## src/rtl/piece_ctrl.sv

```systemverilog
// ---------------------------------------------------------------------------
// piece_ctrl -- falling-piece controller for a block-stacking game.
//
// Owns the position, rotation and type of the active piece, plus the preview
// type. It moves the piece on button or gravity events when the board says
// the move is legal. When a piece can no longer fall, it asks the board to
// lock it in and clear full rows, and then spawns the next piece.
//
// Ports
//   clk           sole clock, rising edge
//   rstn          asynchronous active-low reset
//   start         one-cycle pulse, begins a game from IDLE or OVER
//   btn_l/btn_r   one-cycle move-left / move-right requests
//   btn_rot       one-cycle rotate request
//   btn_down      one-cycle soft-drop request (same effect as drop_tick)
//   drop_tick     one-cycle gravity pulse
//   rnd[2:0]      random source for the next piece type
//   el/er/eu/ed   board legality flags: left, right, rotate, down
//   overflow      board flag: the current piece overlaps occupied cells
//   refresh_done  board pulse: lock-in and line clearing finished
//   x/y[4:0]      piece origin column / row
//   piece_type    current piece type 0..6 (named 'type' at the board level;
//                 'type' is a reserved word in SystemVerilog)
//   dir[1:0]      current rotation
//   next_type     preview piece type 0..6
//   refresh       one-cycle request to the board to write the piece
//   active        high while the piece accepts moves
//   game_over     high while the game is over
//   pieces[7:0]   locked-piece count, saturating at 255
// ---------------------------------------------------------------------------
module piece_ctrl #(
    parameter int X_SPAWN = 3,
    parameter int Y_SPAWN = 0
) (
    input  logic       clk,
    input  logic       rstn,
    input  logic       start,
    input  logic       btn_l,
    input  logic       btn_r,
    input  logic       btn_rot,
    input  logic       btn_down,
    input  logic       drop_tick,
    input  logic [2:0] rnd,
    input  logic       el,
    input  logic       er,
    input  logic       eu,
    input  logic       ed,
    input  logic       overflow,
    input  logic       refresh_done,
    output logic [4:0] x,
    output logic [4:0] y,
    output logic [2:0] piece_type,
    output logic [1:0] dir,
    output logic [2:0] next_type,
    output logic       refresh,
    output logic       active,
    output logic       game_over,
    output logic [7:0] pieces
);

    localparam logic [4:0] X_INIT = 5'(X_SPAWN);
    localparam logic [4:0] Y_INIT = 5'(Y_SPAWN);

    typedef enum logic [2:0] {
        ST_IDLE     = 3'd0,
        ST_SPAWN    = 3'd1,
        ST_CHECK    = 3'd2,
        ST_FALL     = 3'd3,
        ST_SETTLE   = 3'd4,
        ST_LOCK     = 3'd5,
        ST_WAIT_REF = 3'd6,
        ST_OVER     = 3'd7
    } state_t;

    // Single event chosen in FALL after priority resolution and legality check.
    typedef enum logic [2:0] {
        EV_NONE  = 3'd0,
        EV_DOWN  = 3'd1,
        EV_LOCK  = 3'd2,
        EV_ROT   = 3'd3,
        EV_LEFT  = 3'd4,
        EV_RIGHT = 3'd5
    } event_t;

    state_t state_r;
    event_t event_s;

    // There are only seven piece types; the eighth random code folds onto 0.
    function automatic logic [2:0] rnd_to_type(input logic [2:0] r);
        logic [2:0] t;
        if (r == 3'd7) begin
            t = 3'd0;
        end else begin
            t = r;
        end
        return t;
    endfunction

    // Locked-piece counter that sticks at its maximum.
    function automatic logic [7:0] sat_inc(input logic [7:0] v);
        logic [7:0] n;
        if (v == 8'hFF) begin
            n = v;
        end else begin
            n = v + 8'd1;
        end
        return n;
    endfunction

    // Pick at most one FALL event. A higher-priority request wins even when it
    // is illegal, so the lower-priority requests in that cycle are dropped.
    always_comb begin
        event_s = EV_NONE;
        if (drop_tick || btn_down) begin
            if (ed) begin
                event_s = EV_DOWN;
            end else begin
                event_s = EV_LOCK;
            end
        end else if (btn_rot) begin
            if (eu) begin
                event_s = EV_ROT;
            end else begin
                event_s = EV_NONE;
            end
        end else if (btn_l) begin
            if (el) begin
                event_s = EV_LEFT;
            end else begin
                event_s = EV_NONE;
            end
        end else if (btn_r) begin
            if (er) begin
                event_s = EV_RIGHT;
            end else begin
                event_s = EV_NONE;
            end
        end else begin
            event_s = EV_NONE;
        end
    end

    // Controller FSM. The outputs are registered alongside the state, so the
    // flags active/refresh/game_over always describe the current state.
    always_ff @(posedge clk or negedge rstn) begin
        if (!rstn) begin
            state_r    <= ST_IDLE;
            x          <= X_INIT;
            y          <= Y_INIT;
            piece_type <= 3'd0;
            dir        <= 2'd0;
            next_type  <= 3'd0;
            refresh    <= 1'b0;
            active     <= 1'b0;
            game_over  <= 1'b0;
            pieces     <= 8'd0;
        end else begin
            // refresh is a single-cycle strobe unless LOCK is being entered
            refresh <= 1'b0;
            case (state_r)
                ST_IDLE, ST_OVER: begin
                    if (start) begin
                        state_r   <= ST_SPAWN;
                        game_over <= 1'b0;
                        pieces    <= 8'd0;
                    end else begin
                        state_r <= state_r;
                    end
                end

                ST_SPAWN: begin
                    x          <= X_INIT;
                    y          <= Y_INIT;
                    dir        <= 2'd0;
                    piece_type <= next_type;
                    next_type  <= rnd_to_type(rnd);
                    active     <= 1'b1;
                    state_r    <= ST_CHECK;
                end

                // The new piece's coordinates have had one cycle to propagate
                // through the board logic, so overflow is now meaningful.
                ST_CHECK: begin
                    if (overflow) begin
                        state_r   <= ST_OVER;
                        active    <= 1'b0;
                        game_over <= 1'b1;
                    end else begin
                        state_r <= ST_FALL;
                    end
                end

                ST_FALL: begin
                    case (event_s)
                        EV_DOWN: begin
                            y       <= y + 5'd1;
                            state_r <= ST_SETTLE;
                        end
                        EV_LOCK: begin
                            active  <= 1'b0;
                            refresh <= 1'b1;
                            pieces  <= sat_inc(pieces);
                            state_r <= ST_LOCK;
                        end
                        EV_ROT: begin
                            dir     <= dir + 2'd1;
                            state_r <= ST_SETTLE;
                        end
                        EV_LEFT: begin
                            x       <= x - 5'd1;
                            state_r <= ST_SETTLE;
                        end
                        EV_RIGHT: begin
                            x       <= x + 5'd1;
                            state_r <= ST_SETTLE;
                        end
                        default: begin
                            state_r <= ST_FALL;
                        end
                    endcase
                end

                // One dead cycle after each move, so the board flags reflect
                // the new position before the next event is judged.
                ST_SETTLE: begin
                    state_r <= ST_FALL;
                end

                ST_LOCK: begin
                    state_r <= ST_WAIT_REF;
                end

                // Piece stays frozen until the board reports it has finished.
                ST_WAIT_REF: begin
                    if (refresh_done) begin
                        state_r <= ST_SPAWN;
                    end else begin
                        state_r <= ST_WAIT_REF;
                    end
                end

                default: begin
                    state_r   <= ST_IDLE;
                    active    <= 1'b0;
                    game_over <= 1'b0;
                end
            endcase
        end
    end

endmodule

```

## config.mk

```make
export PLATFORM = sky130hd
export DESIGN_NAME = piece_ctrl
export DESIGN_NICKNAME = d
export VERILOG_FILES = /design/src/rtl/piece_ctrl.sv
export SDC_FILE = /design/constraint.sdc
export NUM_CORES = 1
export LEC_CHECK = 0
export CAP_MARGIN = 15
export CORE_MARGIN = 8
export CORE_UTILIZATION = 52
export DETAILED_ROUTE_END_ITERATION = 8
export PLACE_DENSITY = 0.84
export SLEW_MARGIN = 25
export SYNTH_ARGS = -nofsm -noshare
export SYNTH_HDL_FRONTEND = slang
export SYNTH_SLANG_ARGS = --single-unit
```

## constraint.sdc

```tcl
create_clock -name clk -period 3.7 [get_ports clk]
set_input_delay 0.37 -clock clk [delete_from_list [all_inputs] [get_ports clk]]
set_output_delay 0.37 -clock clk [all_outputs]
set_load 0.1 [all_outputs]
```

==> metrics.md, run 1 <==
| Metric | Value |
|---|---|
| Status | completed |
| Placed wire-length estimate | 3117 µm |
| Syn avg cell area | 9.125 µm² |
| CP arrival | 2070 ps |
| Worst-case reg-to-reg path depth | 5 |
| Power per cell area | 889.4 nW/µm² |
| CTS Hold Buffers Added | 0 |
| Post-route setup slack | 1257 ps |
| Synth area leader | dfrtp_1 |
| Io pins | 46 |
| H-tree depth | 2 |
| Share of cells above drive strength 1 | 8.537% |
| RSZ-0062 raised after global routing | no |
| Layout area overhead | 31.30% |
| Highest Clock Rate | 409.4 MHz |
| Peak supply drop | 582.2 µV |
| Reg2Reg Setup Slack | 1660 ps |
| Min-Delay Path Class | in -> async |
| Remaining global-route overflow | 0 |
| # resized after CTS | 0 |
| CTS Buffer Depth | 2 |
| Setup CP Type | reg -> out |
| CP startpoint kind | register |
| Starting density of the core | 54.14% |
| Die area | 5617 µm² |
| Vias | 1,592 |
| Largest net degree at the start of global routing | 33 |
| Worst reg2reg endpoint | pieces[5] |
| Async SR Flop Fraction | 100.0% |
| Worst hold slack | 411.3 ps |
| Post-CTS Setup Bufs | 0 |
| Routed len/inst | 14.53 µm |
| Vias/cell | 5.452 |
| Crit path time final | 2443 ps |
| Die width | 74.95 µm |
| Post-Place Setup Slack | 929.4 ps |
| Vias in the first global route | 1,583 |
| Most common cell in the netlist | nand2_1 |
| Clock sink count | 32 |
| Yosys reg bits | 32 |
| Final TNS setup | 0 ps |
| Synth top cells by count | 37 x nand2_1, 30 x dfrtp_1, 22 x nor2_1 |
| Fin area | 2372 µm² |
| Global Route Usage Sum | 16.56% |
| CTS buffer count | 5 |
| Chip height | 74.95 µm |
| Top post-synthesis cells by area | dfrtp_1 42%, nand2_1 7.7%, nor2_1 4.6% |
| Post-DRT Antenna Nets | 0 |
| CP bufs+invs | 1 |
| Least-Margin Pin Slew | 988.9 ps |
| Worst-Skew Late Latency | 350 ps |
| CTS Root Cell | clkbuf_4 |
| Drt pass-1 iters | 4 |
| Post-Syn Nets | 222 |
| First-pass GRT wire length | 7155 µm |
| Mapped Cells | 198 |
| Post-DP Area | 2292 µm² |
| DRC | 0 |
| Number of synthesized flops with an enable pin | 0 |
| WL final | 4243 µm |
| Cell variety after synth | 48 |
| Clock transition at the registers of the reported paths | 110 ps |
| Final hold violations | 0 |
| CP cell instances | clkdlybuf4s50_1 |
| Synth warn | 0 |
| Worst EP required | 3330 ps |
| Pins Over Slew Limit | 0 |
| CTS tree | yes |
| Placer Congestion | 0.8698 |
| ANT cells | 0 |
| Critical Path Fanout Max | 4 |
| P_leak | 1.026 nW |
| Max cap viols | 0 |
| NumNets Final | 269 |
| Initial antenna violation count | 0 |
| # rows | 21 |
| Slew HR | 33.87% |
| Initial DRC count | 86 |
| Yosys top cell area share | 41.55% |
| CP peak stage delay | 1140 ps |
| Final Skew | 8.156 ps |
| Ys flop type | dfrtp_1 |
| Worst path slowest cell | clkdlybuf4s50_1 |
| Synthesized cell area | 1807 µm² |
| Fin crit share | 66.01% |
| R2r startpoint | state_r[0] |
| Sequential element share of the synthesized area | 44.46% |
| Number of I/O port buffers | 45 |
| Setup violations, final | 0 |
| Largest delay share family, worst path | buffers and inverters |
| CP endpoint kind | output pin |
| Core area | 3337 µm² |
## worst max-delay path by stage
stage               startpoint   endpoint  depth (start not counted)
finish                    x[0]       x[0]                          1
global route          btn_down       x[4]                         10
CTS                       x[0]       x[0]                          1
detailed placement     btn_rot       x[4]                         10
global placement       btn_rot       x[4]                         10
floorplan            pieces[0]  pieces[5]                          6
## worst reg2reg max path, delay by kind of cell, from the launching register on
| kind | cells | cell delay (ps) |
|---|---|---|
| AOI/OAI and AO/OA | 4 | 970 |
| DFF | 1 | 550 |
| and+or+nand+nor | 1 | 440 |
## layer usage
| layer | global-route usage [%] | share of wire, % | wire length [µm] |
|---|---|---|---|
| met2 | 27.06 | 47 | 2009 |
| met4 | 7.826 | 1.5 | 62 |
| met1 | 19.73 | 44 | 1888 |
| met5 | 0 | 0 | 0 |
| met3 | 4.261 | 6.7 | 283 |
## state kept, by name, summed over array words and instances, names as in the netlist
signal,count
pieces,8
x,5
y,5
next_type,3
piece_type,3
state_r,3
dir,2
active,1
game_over,1
refresh,1
## per-stage QoR
| stage | instances | util, % | total power, W |
|---|---|---|---|
| finish | 292 | 71.09 | 0.002110 |
| global route | 292 | 71.09 | 0.002234 |
| CTS | 292 | 71.09 | 0.002122 |
| detailed placement | 284 | 68.69 | 0.001850 |
| global placement | 284 | 68.69 | 0.001829 |
| floorplan | 198 | - | 0.001562 |
## cell families (layout without fill, tap and decap cells)
family / after synthesis / count (layout) / share of synthesized area (%)
simple gates: 89 / 89 / 23.20
compound gates: 45 / 45 / 17.94
flops: 32 / 32 / 44.46
buf+inv: 13 / 61 / 3.117
xor+xnor: 9 / 9 / 4.363
fa+ha+maj: 7 / 7 / 5.263
mux: 3 / 3 / 1.662
## power breakdown
part,switching [W],internal [W],leakage [nW]
Combinational,0.000919,0.000325,0.572
Sequential,0.000137,0.000457,0.412
Clock,0.000132,0.000141,0.0412
Total,0.00119,0.000923,1.03
## area by class of cell
| class | instances | area (µm²) |
|---|---|---|
| fill | 263 | 964.7 |
| inverter | 7 | 26.28 |
| tap | 46 | 57.56 |
| multi-input combinational | 153 | 947.2 |
| sequential | 32 | 803.3 |
| clock buffer | 5 | 37.54 |
| timing repair buffer | 46 | 457.9 |
| clock inverter | 3 | 42.54 |
## cells in the final DEF, fill, tap and decap left out, types with 2 or more instances in the layout
cell type        instances
o2111ai_1                2
o21ai_2                  2
mux2i_1                  3
nor2_1                  22
dfrtp_1                 30
inv_1                    7
xor2_1                   3
nand3b_1                 3
a211oi_1                 3
nand3_1                 10
clkdlybuf4s50_1         45
nor3_1                   3
xnor2_1                  6
nand4_1                  4
o31ai_1                  2
a21o_2                   2
nand2_1                 37
o21ai_0                  6
a21oi_1                 12
a21o_1                   2
ha_1                     6
and3_1                   2
dfstp_2                  2
clkbuf_4                 5
No activity file was read; power rests on OpenSTA's default activity.
==> run 2, diff against run 1 <==
--- a/config.mk
+++ b/config.mk
@@ -7,9 +7,9 @@
 export LEC_CHECK = 0
 export CAP_MARGIN = 15
 export CORE_MARGIN = 8
-export CORE_UTILIZATION = 52
+export CORE_UTILIZATION = 44
 export DETAILED_ROUTE_END_ITERATION = 8
-export PLACE_DENSITY = 0.84
+export PLACE_DENSITY = 0.76
 export SLEW_MARGIN = 25
 export SYNTH_ARGS = -nofsm -noshare
 export SYNTH_HDL_FRONTEND = slang
==> constraint.sdc (replaced) <==
create_clock -name clk -period 2 [get_ports clk]
set_input_delay 0.2 -clock clk [delete_from_list [all_inputs] [get_ports clk]]
set_output_delay 0.2 -clock clk [all_outputs]
set_load 0.1 [all_outputs]
==> run 2 against run 1 <==
Against the previous run:
- register-to-register slack got worse by 1500 ps
- final area increased by 8.5%
- largest power group unchanged
- largest cell class unchanged
- non-clock buffer count increased by 21
- highest routed layer unchanged
- die area increased by 14%
==> metrics.md, run 2 (synthesis gave the netlist of run 1 again) <==
| Metric | Value |
|---|---|
| Status | completed |
| Vias/cell | 5.158 |
| Multi-input logic area | 994.7 µm² |
| Max cap viols | 0 |
| Fill cells | 330 |
| Die area | 6413 µm² |
| Clock transition at the registers of the reported paths | 70 ps |
| Comb pwr share | 58.5% |
| NumNets Final | 290 |
| CP arrival | 2060 ps |
| Pins Over Slew Limit | 0 |
| Worst EP required | 2190 ps |
| Layout area overhead | 42.52% |
| Placed wire-length estimate | 3419 µm |
| Io pins | 46 |
| Final Skew | 9.554 ps |
| # rows | 23 |
| P_leak | 1.211 nW |
| Number of I/O port buffers | 45 |
| Post-DRT Antenna Nets | 0 |
| DRC | 0 |
| Register Area | 817.0 µm² |
| Clock power share | 16.1% |
| Global Route Usage Sum | 14.42% |
| Sw Ratio | 53.35% |
| Vias in the first global route | 1,669 |
| Highest-count cells in the layout ignoring fill and taps | 51 x buf_4, 37 x nand2_1, 25 x dfrtp_1, 21 x nor2_1, 15 x clkdlybuf4s50_1 |
| Initial antenna violation count | 0 |
| Final hold violations | 0 |
| CTS tree | yes |
| First-pass GRT wire length | 7534 µm |
| Worst-Skew Late Latency | 280 ps |
| Peak supply drop | 1192 µV |
| Vias | 1,635 |
| CTS Root Cell | clkbuf_8 |
| Core area | 3971 µm² |
| Power per cell area | 1621 nW/µm² |
| Drt pass-1 iters | 4 |
| Net Switching | 0.002227 W |
| Placer Congestion | 0.8793 |
| Crit path time final | 1866 ps |
| Largest regs | pieces x8, x x5, y x5 |
| Post-route setup slack | 134.5 ps |
| Sequential fraction of design power | 25.4% |
| Worst hold slack | 314.5 ps |
| Slew HR | 72.87% |
| Post-CTS Setup Bufs | 0 |
| Min-Delay Path Class | in -> async |
| Max reg flops | 8 |
| CP endpoint kind | register |
| Highest Clock Rate | 536.0 MHz |
| CP startpoint kind | primary input |
| Routed len/inst | 14.19 µm |
| Chip height | 80.08 µm |
| Final design utilization | 64.84% |
| Fin crit share | 93.28% |
| Setup CP Type | in -> reg |
| Share of cells above drive strength 1 | 30.71% |
| WL final | 4499 µm |
| H-tree depth | 2 |
| CTS Hold Buffers Added | 0 |
| Remaining global-route overflow | 0 |
| Commonest non-fill, non-tap cell in the layout | buf_4 |
| Least-Margin Pin Slew | 406.9 ps |
| Critical Path Fanout Max | 4 |
| CTS buffer count | 5 |
| CTS Buffer Depth | 2 |
| Clock sink count | 32 |
| Largest net degree at the start of global routing | 33 |
| Setup violations, final | 0 |
| Biggest register | pieces |
| Die width | 80.08 µm |
| Initial DRC count | 68 |
| ANT cells | 0 |
| Post-Place Setup Slack | -385.8 ps |
| Int Pwr | 0.001947 W |
| Starting density of the core | 45.49% |
## run 2: cell count changes in the layout (fill, tap and decap cells not counted), sizes merged
cell	previous run	this run
buf	1	51
clkdlybuf4s50	45	15
clkbuf	5	7
clkinv	1	0
clkinvlp	1	0
dlymetal6s2s	0	1
## run 2: worst paths after layout
| check | from | endpoint | slack, ps | cells after the start |
|---|---|---|---|---|
| setup / recovery | btn_down | x[3] | 130 | 10 |
| hold / removal | rstn | pieces[3] | 310 | 2 |
| setup reg to reg | x[0] | x[4] | 200 | 7 |
| hold reg to reg | piece_type[2] | piece_type[2] | 490 | 2 |
| max in group asynchronous | rstn | x[0] | 1360 | 2 |
| min in group clk | piece_type[2] | piece_type[2] | 490 | 2 |
## run 2: per-stage QoR
step	std cells	instance area [µm²]	power, W	TNS (ps)
after floorplan	198	1821	0.002899	0
after global placement	309	2396	0.003462	-837.7
after global routing	317	2575	0.004404	-9.112
final	317	2575	0.004173	0
after detailed placement	309	2396	0.003492	-1064
after CTS	317	2545	0.004202	0
## run 2: critical path, cell delays in order
cell and delay, ps:
clkdlybuf4s50_1 430, or3_4 400, nor2_4 120, inv_4 70
buf_4 130, ha_1 260, nand3_1 80, nand2_1 60
xnor2_1 120, o31ai_1 200
## run 2: final cells by class
class,count,area share (%)
multi-input combinational,153,38.63
sequential,32,31.73
timing repair buffer,67,21.19
clock buffer,7,3.741
tap,50,2.430
clock inverter,1,1.166
inverter,7,1.118
## run 2: power groups by stage
stage / registers [W] / logic (W) / clock network, W
after detailed placement: 0.00106 / 0.00243 / 0
final: 0.00106 / 0.00244 / 0.000672
after global routing: 0.00109 / 0.00260 / 0.000706
after global placement: 0.00106 / 0.00240 / 0
after floorplan: 0.00218 / 0.000716 / 0
after CTS: 0.00106 / 0.00245 / 0.000688
## run 2: metal layers
metal / global-route usage, % / up-vias / share of wire (%)
met2: 24.58 / 39 / 48
met1: 17.05 / 758 / 45
met3: 4.129 / 4 / 5.8
met5: 0 / - / 0
met4: 4.364 / 0 / 0.60
li1: - / 834 / -
## run 2: repair_timing
action | 4_1_cts | 5_1_grt
gates resized for setup | 4 | 6
gates cloned | 0 | 0
pin swaps | 0 | 3
endpoints found under the setup margin | 2 | 2
==> run 3, diff against run 2 <==
--- a/config.mk
+++ b/config.mk
@@ -8,7 +8,9 @@
 export CAP_MARGIN = 15
 export CORE_MARGIN = 8
 export CORE_UTILIZATION = 44
+export CTS_CLUSTER_DIAMETER = 120
 export DETAILED_ROUTE_END_ITERATION = 8
+export MAX_ROUTING_LAYER = met4
 export PLACE_DENSITY = 0.76
 export SLEW_MARGIN = 25
 export SYNTH_ARGS = -nofsm -noshare
==> run 3 against run 2 <==
Against the previous run:
- worst setup slack is essentially flat
- highest routed layer unchanged
- via count shrank 0.67%
- non-clock buffer count is the same
- largest power group unchanged
==> metrics.md, run 3 (synthesis gave the netlist of run 1 again) <==
| Metric | Value |
|---|---|
| CTS tree | yes |
| Biggest register | pieces |
| Remaining global-route overflow | 0 |
| Worst EP required | 2190 ps |
| Initial DRC count | 64 |
| Core area | 3971 µm² |
| Chip height | 80.08 µm |
| Vias/cell | 5.123 |
| Largest regs | pieces x8, x x5, y x5 |
| CP peak stage delay | 430 ps |
| Crit path time final | 1865 ps |
| H-tree depth | 2 |
| CP cell instances | clkdlybuf4s50_1, or3_4, nor2_4, inv_4, buf_4, ha_1, nand3_1, nand2_1, xnor2_1, o31ai_1 |
| Power per cell area | 1620 nW/µm² |
| Worst hold slack | 314.7 ps |
| Final design utilization | 64.84% |
| Fin area | 2575 µm² |
| Placer Congestion | 0.8938 |
| CTS buffer count | 5 |
| Worst-Skew Late Latency | 280 ps |
| Min-Delay Path Class | in -> async |
| Share of cells above drive strength 1 | 30.71% |
| Routed len/inst | 14.11 µm |
| ANT cells | 0 |
| Die area | 6413 µm² |
| Peak supply drop | 1190 µV |
| Design Power | 0.004173 W |
| Commonest non-fill, non-tap cell in the layout | buf_4 |
| CP bufs+invs | 3 |
| Highest Clock Rate | 536.1 MHz |
| Largest delay share family, worst path | simple AND/OR/NAND/NOR gates |
| Reg2Reg Setup Slack | 200 ps |
| Max cap viols | 0 |
| CP endpoint kind | register |
| Final Skew | 9.753 ps |
| DRC | 0 |
| Status | completed |
| Worst path slowest cell | clkdlybuf4s50_1 |
| Fin crit share | 93.26% |
| Number of I/O port buffers | 45 |
| # rows | 23 |
| First-pass GRT wire length | 7555 µm |
| Post-DRT Antenna Nets | 0 |
| Initial antenna violation count | 0 |
| Fill cells | 330 |
| Slew HR | 72.80% |
| CTS Buffer Depth | 2 |
| Largest net degree at the start of global routing | 33 |
| Critical Path Fanout Max | 4 |
| Die width | 80.08 µm |
| P_leak | 1.211 nW |
| CTS Root Cell | clkbuf_8 |
| NumNets Final | 290 |
| Starting density of the core | 45.49% |
| Final hold violations | 0 |
| Drt pass-1 iters | 4 |
| Post-DP Area | 2396 µm² |
| Clock sink count | 32 |
| Vias in the first global route | 1,662 |
| CTS Hold Buffers Added | 0 |
| Setup violations, final | 0 |
| CP arrival | 2060 ps |
| Vias | 1,624 |
| CP startpoint kind | primary input |
| Max reg flops | 8 |
| Global Route Usage Sum | 14.85% |
| Setup CP Type | in -> reg |
| Clock transition at the registers of the reported paths | 70 ps |
| WL final | 4474 µm |
| Layout area overhead | 42.52% |
| Least-Margin Pin Slew | 408.1 ps |
| Highest-count cells in the layout ignoring fill and taps | 51 x buf_4, 37 x nand2_1, 25 x dfrtp_1, 21 x nor2_1, 15 x clkdlybuf4s50_1 |
| Io pins | 46 |
| Placed wire-length estimate | 3419 µm |
| Pins Over Slew Limit | 0 |
[run 3: cell counts in the layout (fill, tap and decap cells not counted)]
No cell type changed its count.
[run 3: final cells by class]
class                      count  area (µm²)  share of cell area (%)
clock buffer                   7       96.34                   3.741
inverter                       7       28.78                   1.118
sequential                    32       817.0                   31.73
multi-input combinational    153       994.7                   38.63
timing repair buffer          67       545.5                   21.19
clock inverter                 1       30.03                   1.166
tap                           50       62.56                   2.430
[run 3: routing by layer]
metal / global-route usage [%] / part of all wire (%)
met1: 17.39 / 46
met2: 24.41 / 48
met3: 3.906 / 4.9
met4: 4.364 / 0.54
met5: - / 0
[run 3: worst paths after layout]
| kind | startpoint | end | depth (start not counted) |
|---|---|---|---|
| worst max-delay path | btn_down | x[3] | 10 |
| worst min-delay path | rstn | pieces[3] | 2 |
| worst max register to register | x[0] | x[4] | 7 |
| worst min register to register | piece_type[2] | piece_type[2] | 2 |
| max in group asynchronous | rstn | x[0] | 2 |
| min in group clk | piece_type[2] | piece_type[2] | 2 |
[run 3: timing repair]
action,in CTS,in global routing
resized for setup,4,6
pin swaps,0,3
buffers inserted,0,0
setup endpoints to repair,2,2
[run 3: worst register-to-register path, stage by stage (launching register included)]
cell,delay [ps]
dfstp_4,640
inv_1,60
fa_1,440
nand3b_1,170
nand2_1,100
xnor2_2,120
nand3b_1,100
o211ai_1,100
[run 3: metrics by stage]
stage	setup slack, ps	TNS (ps)	cells
after floorplan	3.141	0	198
after global placement	-304.8	-837.7	309
after detailed placement	-385.8	-1064	309
after CTS	4.577	0	317
after global routing	-9.112	-9.112	317
final	134.8	0	317
[run 3: report_power, final]
part           leakage (nW)  total [W]  switching, W  internal [W]
combinational         0.742    0.00244       0.00179      0.000650
sequential            0.404    0.00106      0.000201      0.000857
clock                0.0645   0.000673      0.000233      0.000439
